## config.mk

```make
export PLATFORM = sky130hd
export DESIGN_NAME = sht40_measure_sequencer
export DESIGN_NICKNAME = d
export VERILOG_FILES = /design/src/rtl/sht40_measure_sequencer.sv
export SDC_FILE = /design/constraint.sdc
export NUM_CORES = 1
export LEC_CHECK = 0
export CAP_MARGIN = 10
export CORE_ASPECT_RATIO = 1.4
export CORE_UTILIZATION = 45
export CTS_BUF_LIST = sky130_fd_sc_hd__clkbuf_8
export CTS_CLUSTER_SIZE = 40
export DETAILED_ROUTE_END_ITERATION = 10
export GPL_TIMING_DRIVEN = 0
export PLACE_DENSITY = 0.74
export SYNTH_ARGS = -nofsm -noshare
export SYNTH_HDL_FRONTEND = slang
export SYNTH_SLANG_ARGS = --single-unit
```

## constraint.sdc

```tcl
create_clock -name clk -period 2.04 [get_ports clk]
set_input_delay 0.204 -clock clk [delete_from_list [all_inputs] [get_ports clk]]
set_output_delay 0.204 -clock clk [all_outputs]
set_load 0.03 [all_outputs]
```

## src/rtl/sht40_measure_sequencer.sv

```systemverilog
// SHT40 measurement controller. It drives the I2C byte master through the command write,
// the conversion wait and the 6-byte read, checks both CRCs, retries, and publishes raw words.
module sht40_measure_sequencer #(
    parameter logic [6:0] I2C_ADDR      = 7'h44,
    parameter logic [7:0] MEAS_CMD      = 8'hFD,
    parameter int         WAIT_CYCLES   = 1000000,
    parameter int         PERIOD_CYCLES = 100000000,
    parameter int         RETRY_GAP     = 1000,
    parameter int         MAX_RETRY     = 3
) (
    input  logic        clk,
    input  logic        rst,
    input  logic        start,
    input  logic        auto_en,
    output logic        i2c_req,
    output logic        i2c_rw,
    output logic [6:0]  i2c_addr,
    output logic [7:0]  i2c_wdata,
    output logic [2:0]  i2c_nbytes,
    input  logic        i2c_ack,
    input  logic        i2c_rx_valid,
    input  logic [7:0]  i2c_rx_data,
    input  logic        i2c_done,
    input  logic        i2c_nack,
    output logic [15:0] temp_raw,
    output logic [15:0] rh_raw,
    output logic        result_valid,
    output logic        busy,
    output logic        error,
    output logic [1:0]  error_code
);

    typedef enum logic [3:0] {
        IDLE, WR_REQ, WR_WAIT, MEAS_WAIT, RD_REQ, RD_WAIT, CHECK, FAIL_CHK, RETRY_WAIT
    } state_t;

    localparam logic [31:0] WAIT_LAST   = 32'(WAIT_CYCLES - 1);
    localparam logic [31:0] GAP_LAST    = 32'(RETRY_GAP - 1);
    localparam logic [31:0] PERIOD_LAST = 32'(PERIOD_CYCLES - 1);
    localparam logic [7:0]  RETRY_LIMIT = 8'(MAX_RETRY);

    state_t      state, next_state;
    logic [31:0] wait_cnt;
    logic [31:0] period_cnt;
    logic [7:0]  attempts;
    logic [2:0]  byte_cnt;
    logic [7:0]  temp_hi, temp_lo, rh_hi, rh_lo;
    logic [7:0]  crc_run;
    logic        crc_bad;
    logic        rd_nack;
    logic [1:0]  fail_code;
    logic        go;
    logic        check_fail;
    logic [1:0]  check_code;

    // One byte of CRC-8 (poly 0x31, MSB first), unrolled so each received byte folds in one cycle.
    function automatic logic [7:0] crc8_byte(input logic [7:0] crc_in, input logic [7:0] data);
        logic [7:0] c;
        c = crc_in ^ data;
        for (int i = 0; i < 8; i++) begin
            c = c[7] ? ((c << 1) ^ 8'h31) : (c << 1);
        end
        return c;
    endfunction

    assign go        = start || (auto_en && period_cnt == '0);
    assign i2c_addr  = I2C_ADDR;
    assign i2c_wdata = MEAS_CMD;

    always_comb begin
        check_fail = rd_nack || (byte_cnt < 3'd6) || crc_bad;
        if (rd_nack)
            check_code = 2'd1;
        else if (byte_cnt < 3'd6)
            check_code = 2'd3;
        else
            check_code = 2'd2;
    end

    always_ff @(posedge clk) begin
        if (rst)
            state <= IDLE;
        else
            state <= next_state;
    end

    always_comb begin
        next_state = state;
        case (state)
            IDLE:       if (go) next_state = WR_REQ;
            WR_REQ:     if (i2c_ack) next_state = WR_WAIT;
            WR_WAIT:    if (i2c_done) next_state = i2c_nack ? FAIL_CHK : MEAS_WAIT;
            MEAS_WAIT:  if (wait_cnt == WAIT_LAST) next_state = RD_REQ;
            RD_REQ:     if (i2c_ack) next_state = RD_WAIT;
            RD_WAIT:    if (i2c_done) next_state = CHECK;
            CHECK:      next_state = check_fail ? FAIL_CHK : IDLE;
            FAIL_CHK:   next_state = (attempts < RETRY_LIMIT) ? RETRY_WAIT : IDLE;
            RETRY_WAIT: if (wait_cnt == GAP_LAST) next_state = WR_REQ;
            default:    next_state = IDLE;
        endcase
    end

    always_comb begin
        i2c_req    = 1'b0;
        i2c_rw     = 1'b0;
        i2c_nbytes = 3'd0;
        case (state)
            WR_REQ: i2c_req = 1'b1;
            RD_REQ: begin
                i2c_req    = 1'b1;
                i2c_rw     = 1'b1;
                i2c_nbytes = 3'd6;
            end
            default: ;
        endcase
        busy = (state != IDLE);
    end

    // Shared by the conversion wait and the retry gap; the two never overlap.
    always_ff @(posedge clk) begin
        if (rst)
            wait_cnt <= '0;
        else if (state == MEAS_WAIT || state == RETRY_WAIT)
            wait_cnt <= wait_cnt + 32'd1;
        else
            wait_cnt <= '0;
    end

    always_ff @(posedge clk) begin
        if (rst)
            period_cnt <= '0;
        else if (!auto_en || (state == IDLE && go))
            period_cnt <= PERIOD_LAST;
        else if (period_cnt != '0)
            period_cnt <= period_cnt - 32'd1;
    end

    always_ff @(posedge clk) begin
        if (rst) begin
            attempts     <= '0;
            byte_cnt     <= '0;
            temp_hi      <= '0;
            temp_lo      <= '0;
            rh_hi        <= '0;
            rh_lo        <= '0;
            crc_run      <= '0;
            crc_bad      <= 1'b0;
            rd_nack      <= 1'b0;
            fail_code    <= '0;
            temp_raw     <= '0;
            rh_raw       <= '0;
            result_valid <= 1'b0;
            error        <= 1'b0;
            error_code   <= '0;
        end else begin
            result_valid <= 1'b0;
            error        <= 1'b0;
            case (state)
                IDLE: if (go) attempts <= '0;
                WR_WAIT: if (i2c_done && i2c_nack) fail_code <= 2'd1;
                RD_REQ: begin
                    byte_cnt <= '0;
                    crc_bad  <= 1'b0;
                    rd_nack  <= 1'b0;
                end
                RD_WAIT: begin
                    // The running CRC restarts at the first byte of each word.
                    if (i2c_rx_valid && byte_cnt < 3'd6) begin
                        byte_cnt <= byte_cnt + 3'd1;
                        case (byte_cnt)
                            3'd0: begin
                                temp_hi <= i2c_rx_data;
                                crc_run <= crc8_byte(8'hFF, i2c_rx_data);
                            end
                            3'd1: begin
                                temp_lo <= i2c_rx_data;
                                crc_run <= crc8_byte(crc_run, i2c_rx_data);
                            end
                            3'd3: begin
                                rh_hi   <= i2c_rx_data;
                                crc_run <= crc8_byte(8'hFF, i2c_rx_data);
                            end
                            3'd4: begin
                                rh_lo   <= i2c_rx_data;
                                crc_run <= crc8_byte(crc_run, i2c_rx_data);
                            end
                            default: if (i2c_rx_data != crc_run) crc_bad <= 1'b1;
                        endcase
                    end
                    if (i2c_done) rd_nack <= i2c_nack;
                end
                CHECK: begin
                    if (check_fail) begin
                        fail_code <= check_code;
                    end else begin
                        temp_raw     <= {temp_hi, temp_lo};
                        rh_raw       <= {rh_hi, rh_lo};
                        result_valid <= 1'b1;
                    end
                end
                FAIL_CHK: begin
                    if (attempts < RETRY_LIMIT) begin
                        attempts <= attempts + 8'd1;
                    end else begin
                        error      <= 1'b1;
                        error_code <= fail_code;
                    end
                end
                default: ;
            endcase
        end
    end

endmodule

```

==> results.json <==
{
  "rr_endpoint": "period_cnt[23]$_SDFFE_PP0P_",
  "insertion_delay_ns": 0.48,
  "die-area_um2": 17200,
  "min_path_cells": 3,
  "path_clk_slew_ns": 0.08,
  "fillers": 1473,
  "synth_top_flop_cell": "dfxtp_1",
  "layout_setup_ws_ns": 0.0565,
  "routed_wl_um": 17800,
  "n_antenna_cell": 0,
  "postRouteAntennaNets": 0,
  "routed-wl-met2_um": 9330,
  "r2r_start": "period_cnt[0]$_SDFFE_PP0P_",
  "finalCritPeriodShare_pct": 97.2,
  "pwr-share-seq_pct": 46.9,
  "yosys-top-cells-area": "dfxtp_1 (42%), nand2_1 (6.1%), a21oi_1 (6.1%)",
  "setup_viol": 0,
  "cts_inserted_buffers": 17,
  "power_leakage_nw": 3.36,
  "root_buffer": "clkbuf_8",
  "cp.required_ns": 1.84,
  "netlist_area_um2": 7500,
  "wl_per_cell_um": 15.0,
  "p_int_mw": 4.95,
  "antenna_found_initial": 0,
  "rsz0062_at_grt": "true",
  "synth_edf_count": 0,
  "grt_max_degree": 17,
  "synth-seq-area-share_pct": 42.4,
  "fin_tns_setup_ns": 0,
  "overflow": 0,
  "cts_tree": "done",
  "wl_met3_um": 679,
  "portBuffers": 49,
  "die_h_um": 155,
  "yosysTopAreaCell": "dfxtp_1",
  "cts.path.max_buffers": 2,
  "maxSlewHeadroom_pct": 51.3,
  "synth.ff_latch_count": 159,
  "r2r_setup_slack_ns": 0.06,
  "timing.hold.ws_ns": 0.103,
  "num-nets-final": 1003,
  "fin_skew_ns": 0.0103,
  "syn_inst": 874,
  "gp_congestion": 0.828,
  "cp-end-kind": "primary output",
  "cp_max_fo": 10,
  "drv_slew": 0,
  "p_sw_mw": 2.15,
  "tightest_slew_ns": 0.731,
  "vias": 6320,
  "dp_slack_ns": -0.260,
  "min_period_ns": 1.98,
  "r2r_cells": 8,
  "rows": 55,
  "wl_met1_um": 7420,
  "top_layer_used": "met4",
  "failed_checks": "design-rule violations",
  "switching_share_pct": 30.3,
  "core_um2": 16200,
  "maxCapViolCount": 0,
  "syn_to_final_growth_pct": 22.4,
  "min-delay-start": "i2c_rx_data[1]",
  "grt_pass1_vias": 5956,
  "min_to": "temp_lo[1]$_SDFFE_PP0P_",
  "p_comb_share_pct": 21.4,
  "arrival_ns": 1.78,
  "power_mw": 7.10,
  "yosysMostFrequentCell": "dfxtp_1",
  "drc_errors": 4,
  "hold_violations": 0,
  "synth_top_area_share_pct": 42.4,
  "die_w_um": 111,
  "drive_gt1_share_pct": 17.8,
  "synthTopCellsByCount": "dfxtp_1 (159), nand2_1 (122), nor2_1 (92)",
  "syn-mean-instance-area_um2": 8.59,
  "max_freq_mhz": 504,
  "grt_pass1_wl_um": 29000,
  "ir_drop_mv": 0.392,
  "first_pass_iters": 11,
  "postCtsHoldBufs": 0,
  "clkPwrFrac_pct": 31.7,
  "crit_path_start_kind": "flip-flop",
  "cts_htree_levels": 4,
  "first_iter_violations": 288,
  "yosysUniqueCellTypes": 70,
  "synth_warnings": 0,
  "clock_sinks": 159,
  "power_density_nw_per_um2": 773,
  "track_usage_pct": 21.1,
  "synthArstFlopShare_pct": 0,
  "worstSetupPathType": "flip-flop to primary output",
  "start_util_pct": 46.2,
  "status": "complete, but fails checks",
  "dp_hpwl_um": 12000,
  "num_io_pins": 73,
  "hp-class": "primary input to flip-flop",
  "avgViaCountPerCell": 5.31
}
## worst max path at each step
stage                               start                     endpoint  cells after the start
2_1_floorplan  period_cnt[0]$_SDFFE_PP0P_  period_cnt[31]$_SDFFE_PP0P_                      9
3_3_place_gp        state[1]$_SDFFE_PP0P_                i2c_nbytes[1]                      6
3_5_place_dp        state[1]$_SDFFE_PP0P_                i2c_nbytes[2]                      6
4_1_cts        period_cnt[0]$_SDFFE_PP0P_   period_cnt[9]$_SDFFE_PP0P_                     11
5_1_grt           wait_cnt[16]$_SDFF_PP0_        state[2]$_SDFFE_PP0P_                      8
6_report            state[3]$_SDFFE_PP0P_                i2c_nbytes[2]                      5
## routing by layer
| layer | vias up | track usage (%) |
|---|---|---|
| met3 | 37 | 4.66 |
| met4 | 0 | 9.07 |
| met2 | 132 | 38.0 |
| met5 | - | 0 |
| met1 | 2980 | 23.9 |
| li1 | 3171 | - |
## flip-flops by register name, summed over array words and instances (netlist names), 4 cells and up
name / count
temp_hi: 8
attempts: 8
period_cnt: 32
crc_run: 8
rh_raw: 16
rh_lo: 8
temp_raw: 16
temp_lo: 8
rh_hi: 8
wait_cnt: 32
state: 4
## area by class of cell
cell class	instances	area, um2	share of cell area, %
Clock inverter	12	124	1.35
Multi-Input combinational cell	645	4080	44.4
Inverter	14	52.6	0.572
Tap cell	199	249	2.71
Timing Repair Buffer	77	732	7.97
Sequential cell	159	3210	34.9
Buffer	66	498	5.42
Clock buffer	18	248	2.70
## cell families (layout without fill, tap and decap cells)
group,count (synthesis),after routing,share of synthesized area (%)
multiplexers,21,21,2.83
buffers and inverters,84,187,6.94
AO/OA/AOI/OAI,130,130,10.2
adder cells (fa/ha/maj),7,7,1.17
XOR/XNOR,92,92,11.2
other,2,16,0.100
AND/OR/NAND/NOR,379,379,25.1
flip-flops,159,159,42.4
## worst max-delay path: stages, from the launching register on
cell	delay [ns]
dfxtp_4	0.38
buf_8	0.14
or3_4	0.40
nor2_4	0.16
buf_6	0.12
buf_6	0.11
## per-stage QoR
stage | area [um2] | util (%) | std cells
detailed placement | 8300 | 51.1 | 1136
global placement | 8300 | 51.1 | 1136
CTS | 8940 | 55.0 | 1180
finish | 9190 | 56.6 | 1190
global route | 9190 | 56.6 | 1190
floorplan | 7560 | - | 888
## power groups by stage
stage               logic, mW  clock network (mW)  registers, mW
floorplan               0.937                   0           3.34
detailed placement       1.24                   0           3.36
global route             1.65                2.43           3.34
CTS                      1.37                2.29           3.31
global placement         1.22                   0           3.36
finish                   1.52                2.25           3.33
## cell usage in the layout, fill, tap and decap left out, drive strengths merged, types with 4 or more instances in the layout
cell,netlist,layout
and4,7,7
nand4,19,19
and3,13,13
clkbuf,31,46
buf,38,69
mux2i,19,19
or3,7,7
o21ai,16,16
nor2,96,96
clkdlybuf4s50,0,44
a21oi,92,92
ha,7,7
nor3,20,20
nand3,36,36
xor2,50,50
xnor2,40,40
conb,2,16
nand3b,4,4
inv,14,16
dfxtp,159,159
nand2,123,123
or4,7,7
and2,8,8
clkinvlp,0,5
nor4,19,19
## repair_timing
item,4_1_cts,5_1_grt
gates resized for setup,60,59
buffers inserted,13,13
pin swaps,6,11
cloned,2,0
endpoints found under the setup margin,70,98
Note: power is estimated with default switching activity, not from simulation.
